**src/rtl/pipe_ctrl.sv**
```systemverilog
// Pipeline control: per-lane stall vectors, exception/return flush-redirect
// sequencing with a valid/ready handshake to fetch, and entry/return address registers.
module pipe_ctrl #(
  parameter int unsigned       STAGES       = 7,
  parameter int unsigned       LANES        = 2,
  parameter int unsigned       ADDR_W       = 32,
  parameter int unsigned       FLUSH_CYCLES = 2,
  parameter bit                COUPLED      = 1'b1,
  parameter logic [ADDR_W-1:0] RESET_VEC    = 32'h0000000c
) (
  input  logic                      clk,
  input  logic                      rst_n,
  input  logic [LANES*STAGES-1:0]   stallreq_i,
  input  logic                      excp_valid_i,
  input  logic [ADDR_W-1:0]         excp_pc_i,
  input  logic                      ertn_i,
  input  logic                      eentry_we_i,
  input  logic [ADDR_W-1:0]         eentry_wdata_i,
  output logic [LANES*STAGES-1:0]   stall_o,
  output logic [STAGES-1:0]         flush_o,
  output logic                      redirect_valid_o,
  output logic [ADDR_W-1:0]         redirect_pc_o,
  input  logic                      redirect_ready_i,
  output logic [ADDR_W-1:0]         era_o,
  output logic                      busy_o
);

  localparam int unsigned       CNT_W    = $clog2(FLUSH_CYCLES + 1);
  localparam logic [CNT_W-1:0]  CNT_LOAD = CNT_W'(FLUSH_CYCLES - 1);

  typedef enum logic [1:0] {IDLE, FLUSH, REDIRECT} state_t;

  state_t                          state_q, state_d;
  logic [CNT_W-1:0]                cnt_q, cnt_d;
  logic [ADDR_W-1:0]               target_q, eentry_q, era_q;
  logic                            capture_excp, capture_ertn;

  logic [LANES-1:0][STAGES-1:0]    req_v, lane_stall, idle_stall, stall_v;
  logic [STAGES-1:0]               any_stall;

  assign req_v = stallreq_i;

  // Suffix-OR from the top stage down: a request at stage k stalls stages 0..k.
  always_comb begin
    lane_stall = '0;
    any_stall  = '0;
    for (int unsigned l = 0; l < LANES; l++) begin
      lane_stall[l][STAGES-1] = req_v[l][STAGES-1];
      for (int unsigned s = STAGES - 1; s > 0; s--) begin
        lane_stall[l][s-1] = lane_stall[l][s] | req_v[l][s-1];
      end
      any_stall = any_stall | lane_stall[l];
    end
    for (int unsigned l = 0; l < LANES; l++) begin
      idle_stall[l] = COUPLED ? any_stall : lane_stall[l];
    end
  end

  always_ff @(posedge clk or negedge rst_n) begin
    if (!rst_n) begin
      state_q <= IDLE;
      cnt_q   <= '0;
    end else begin
      state_q <= state_d;
      cnt_q   <= cnt_d;
    end
  end

  always_comb begin
    state_d          = state_q;
    cnt_d            = cnt_q;
    stall_v          = '0;
    flush_o          = '0;
    redirect_valid_o = 1'b0;
    capture_excp     = 1'b0;
    capture_ertn     = 1'b0;
    case (state_q)
      IDLE: begin
        stall_v = idle_stall;
        if (excp_valid_i) begin
          capture_excp = 1'b1;
          state_d      = FLUSH;
          cnt_d        = CNT_LOAD;
        end else if (ertn_i) begin
          capture_ertn = 1'b1;
          state_d      = FLUSH;
          cnt_d        = CNT_LOAD;
        end
      end
      FLUSH: begin
        flush_o = '1;
        if (cnt_q == '0) begin
          state_d = REDIRECT;
        end else begin
          cnt_d = cnt_q - CNT_W'(1);
        end
      end
      REDIRECT: begin
        redirect_valid_o = 1'b1;
        for (int unsigned l = 0; l < LANES; l++) begin
          stall_v[l][0] = 1'b1;
        end
        if (redirect_ready_i) begin
          state_d = IDLE;
        end
      end
      default: state_d = IDLE;
    endcase
  end

  // target_q only moves on capture, so it holds while fetch back-pressures.
  always_ff @(posedge clk or negedge rst_n) begin
    if (!rst_n) begin
      era_q    <= '0;
      target_q <= '0;
    end else if (capture_excp) begin
      era_q    <= excp_pc_i;
      target_q <= eentry_q;
    end else if (capture_ertn) begin
      target_q <= era_q;
    end
  end

  always_ff @(posedge clk or negedge rst_n) begin
    if (!rst_n) begin
      eentry_q <= RESET_VEC;
    end else if (eentry_we_i) begin
      eentry_q <= eentry_wdata_i;
    end
  end

  assign stall_o       = stall_v;
  assign redirect_pc_o = target_q;
  assign era_o         = era_q;
  assign busy_o        = (state_q != IDLE);

endmodule

```
**config.mk**
```make
export PLATFORM = sky130hd
export DESIGN_NAME = pipe_ctrl
export DESIGN_NICKNAME = d
export VERILOG_FILES = /design/src/rtl/pipe_ctrl.sv
export SDC_FILE = /design/constraint.sdc
export NUM_CORES = 1
export LEC_CHECK = 0
export BUFFER_PORTS_ARGS = -buffer_cell sky130_fd_sc_hd__clkbuf_2
export CAP_MARGIN = 0
export CORE_UTILIZATION = 48
export DETAILED_ROUTE_END_ITERATION = 10
export PLACE_DENSITY = 0.79
export SLEW_MARGIN = 10
export SYNTH_ARGS = -nofsm -noshare
export SYNTH_HDL_FRONTEND = slang
export SYNTH_SLANG_ARGS = --single-unit
```
**constraint.sdc**
```tcl
create_clock -name clk -period 3.1 [get_ports clk]
set_clock_uncertainty 0.05 [all_clocks]
set_input_delay 0.155 -clock clk [delete_from_list [all_inputs] [get_ports clk]]
set_output_delay 0.155 -clock clk [all_outputs]
set_load 0.01 [all_outputs]
```
==> out/qor.csv <==
stage,metric,value,unit
run_status,status,"finished, violations left",
run_status,violated checks,DRC,
routing,post-detailed-route DRC marker count,14,
pwr,pwr/cell area,919,nW/µm²
synthesis,count of yosys warnings during synthesis,0,
critical_path,slowest cell delay on critical path,0.47,ns
synthesis,"Seq/Total Area, Yosys",56.6,%
sta,achievable frequency,429,MHz
synthesis,most common flop cell mapped by yosys,dfrtp_1,
critical_path,critical-path cell with the highest stage delay,dfrtp_1,
sta,min cycle time layout,2.33,ns
sta,post-route worst setup slack,0.772,ns
routing,number of iterations in the first detailed-routing pass,8,
critical_path,critical path endpoint category,primary output,
sta,count of final hold-check violations,0,
critical_path,cells along the critical path,nor2_4 -> inv_2 -> a21oi_1 -> clkbuf_2,
clocking,clock tree from TritonCTS,done,
sta,measured slew at the worst slew-check pin,0.905,ns
pwr,Tot Pwr,5.57,mW
clocking,number of buffers inserted to repair setup after CTS,0,
critical_path,worst path arrival time,2.12,ns
global_routing,initial antenna violation count,0,
critical_path,critical path data required time,2.89,ns
clocking,"Clk pin slew, worst setup/hold paths",0.10,ns
floorplanning,Initial Util,50.1,%
placed_design,post-placement setup slack,1.16,ns
clocking,clock tree root buffer cell,clkbuf_8,
synthesis,mean cell area of the mapped netlist,12.4,µm²
sta,setup violators final,0,
clocking,buffer depth of the longest clock path,2,
routing,post-route antenna net violation count,0,
routing,via-per-instance ratio,5.45,
critical_path,crit start category,register,
synthesis,top cell type's share of synthesized area,55.4,%
routing,average wire per cell in the routed design,16.2,µm
synthesis,fraction of registers with async set or reset after synthesis,100,%
sta,setup repair after global routing missed its margin,false,
global_routing,maximum number of pins on one net before global-route repair,56,
floorplanning,Row Count,34,
synthesis,number of synthesized register bits,100,
placed_design,area of placed instances,5220,µm²
clocking,number of clock sinks,100,
final_layout,fraction of layout cells with a size suffix above 1,45.2,%
routing,initial detailed-routing violation count,165,
synthesis,most common cell in the synthesized netlist,dfrtp_1,
synthesis,Mapped Nets,441,
floorplanning,die extent in x,98.1,µm
synthesis,most frequent cells after synthesis,"dfrtp_1, mux2_2, a31oi_1",
final_layout,area added between synthesis and finish,36.7,%
global_routing,via count of the first global-routing pass,3724,
routing,Routed WL,11.0,mm
sta,Pins Over Slew Limit,0,
final_layout,Final Net Count,649,
placed_design,count of port buffers added during placement,170,
synthesis,cells after synthesis,356,
global_routing,GRT overflow,0,
pwr,Peak VDD IR,461,µV
synthesis,Post-Synthesis Cell Area,4430,µm²
critical_path,CP max FO,30,
floorplanning,Boundary Pins,171,
sta,relative slew slack,39.7,%
placed_design,RD Place Congestion,0.714,
job,max_cap viols,0,
final_layout,final design area excluding fillers,6050,µm²
clocking,H-tree lvl count,3,
clocking,total clock buffers created by CTS,9,
floorplanning,Die Span Y,98.1,µm
floorplanning,core box area,8850,µm²
pwr,leak pwr,2.82,nW
routing,detailed-route via count,3693,
sta,post-route worst hold slack,0.0191,ns
final_layout,antenna cell count,0,
critical_path,WS Path Type,register to primary output,
hold_path,worst hold path class,primary input to register,
synthesis,Yosys cell types,32,
floorplanning,full die area,9620,µm²
synthesis,ranking of synthesized cells by area,"dfrtp_1, mux2_2, a31oi_1",
synthesis,library cell occupying the most area in the post-synthesis netlist,dfrtp_1,
sta,share of the cycle needed by the critical path after routing,75.1,%
global_routing,wire length of the first global-routing pass,18.1,mm
critical_path,family with the most delay on the worst path,buffers and inverters,
sta,Setup Total Neg Slack,0,ns
placed_design,post-DP HPWL,6.94,mm
clocking,clock latency on the worst-skew pair,0.35,ns
synthesis,number of synthesized flops with an enable pin,0,
global_routing,all-layer global routing usage,23.6,%
critical_path,"Buf+Inv Stages, Crit Path",2,
clocking,post-CTS resize count,0,
## per-stage QoR
stage | util [%] | instances
after floorplan | - | 356
after global placement | 59.0 | 599
after detailed placement | 59.0 | 599
after CTS | 68.3 | 676
after global routing | 68.4 | 677
final | 68.4 | 677
## cell type report
cell class	instances	area [µm²]
multi-input combinational	211	1670
clock buffer	11	131
fill	625	2790
timing repair buffer	238	1520
tap	108	135
inverter	4	15.0
clock inverter	5	82.6
sequential	100	2500
## kinds of logic (layout without fill, tap and decap cells)
kind of cell | count (synthesis) | after routing | synth area share (%)
fa+ha+maj | 1 | 1 | 0.282
mux | 73 | 73 | 18.3
flops | 100 | 100 | 56.6
compound gates | 95 | 95 | 13.2
simple gates | 42 | 42 | 5.62
buf+inv | 45 | 258 | 6.07
## layout by cell type (no fill, tap or decap), types with 12 or more instances in the layout
master,count
a22oi_1,23
dfrtp_1,98
nor2b_1,25
a21oi_1,12
clkbuf_2,169
mux2_2,62
dlygate4sd3_1,62
o21ai_0,21
a31oi_1,33
## power breakdown
part           switching [mW]  internal [mW]
registers               0.407           1.81
clock network           0.447          0.461
logic                    1.29           1.15
## flip-flops by register name, summed over array words and instances, names as in the netlist
| name | count |
|---|---|
| eentry_q | 32 |
| era_o | 32 |
| redirect_pc_o | 32 |
| cnt_q | 2 |
| state_q | 2 |
## per-layer routing
metal / wire length, µm / global-route usage, % / vias to the layer above / part of all wire (%)
met1: 4560 / 29.6 / 1818 / 41
li1: - / - / 1703 / -
met2: 5520 / 39.7 / 147 / 50
met3: 657 / 5.44 / 25 / 6.0
met4: 244 / 9.44 / 0 / 2.2
met5: 0 / 0 / - / 0
## path summary, 6_finish.rpt
kind	endpoint	cells after the start	from	slack, ns
worst max register to register	redirect_pc_o[8]$_DFFE_PN0P_	4	state_q[0]$_DFFE_PN0P_	1.22
min in group asynchronous	eentry_q[13]$_DFFE_PN0P_	2	rst_n	0.33
max in group asynchronous	eentry_q[30]$_DFFE_PN0P_	3	rst_n	1.87
worst min-delay path	eentry_q[9]$_DFFE_PN0P_	2	eentry_wdata_i[9]	0.02
worst min register to register	eentry_q[5]$_DFFE_PN0P_	1	eentry_q[5]$_DFFE_PN0P_	0.45
worst max-delay path	stall_o[4]	4	state_q[0]$_DFFE_PN0P_	0.77
## repair_timing
item                       in CTS  in global routing
setup endpoints to repair       0                  0
hold buffers                   61                  1
hold endpoints to repair      111                  1
## worst reg2reg max path: stages, from the launching register on
cell and delay (ns):
dfrtp_1 0.47, nor2_4 0.44, inv_2 0.38, a22oi_1 0.29, o21ai_0 0.12
No activity file was read; power rests on OpenSTA's default activity.
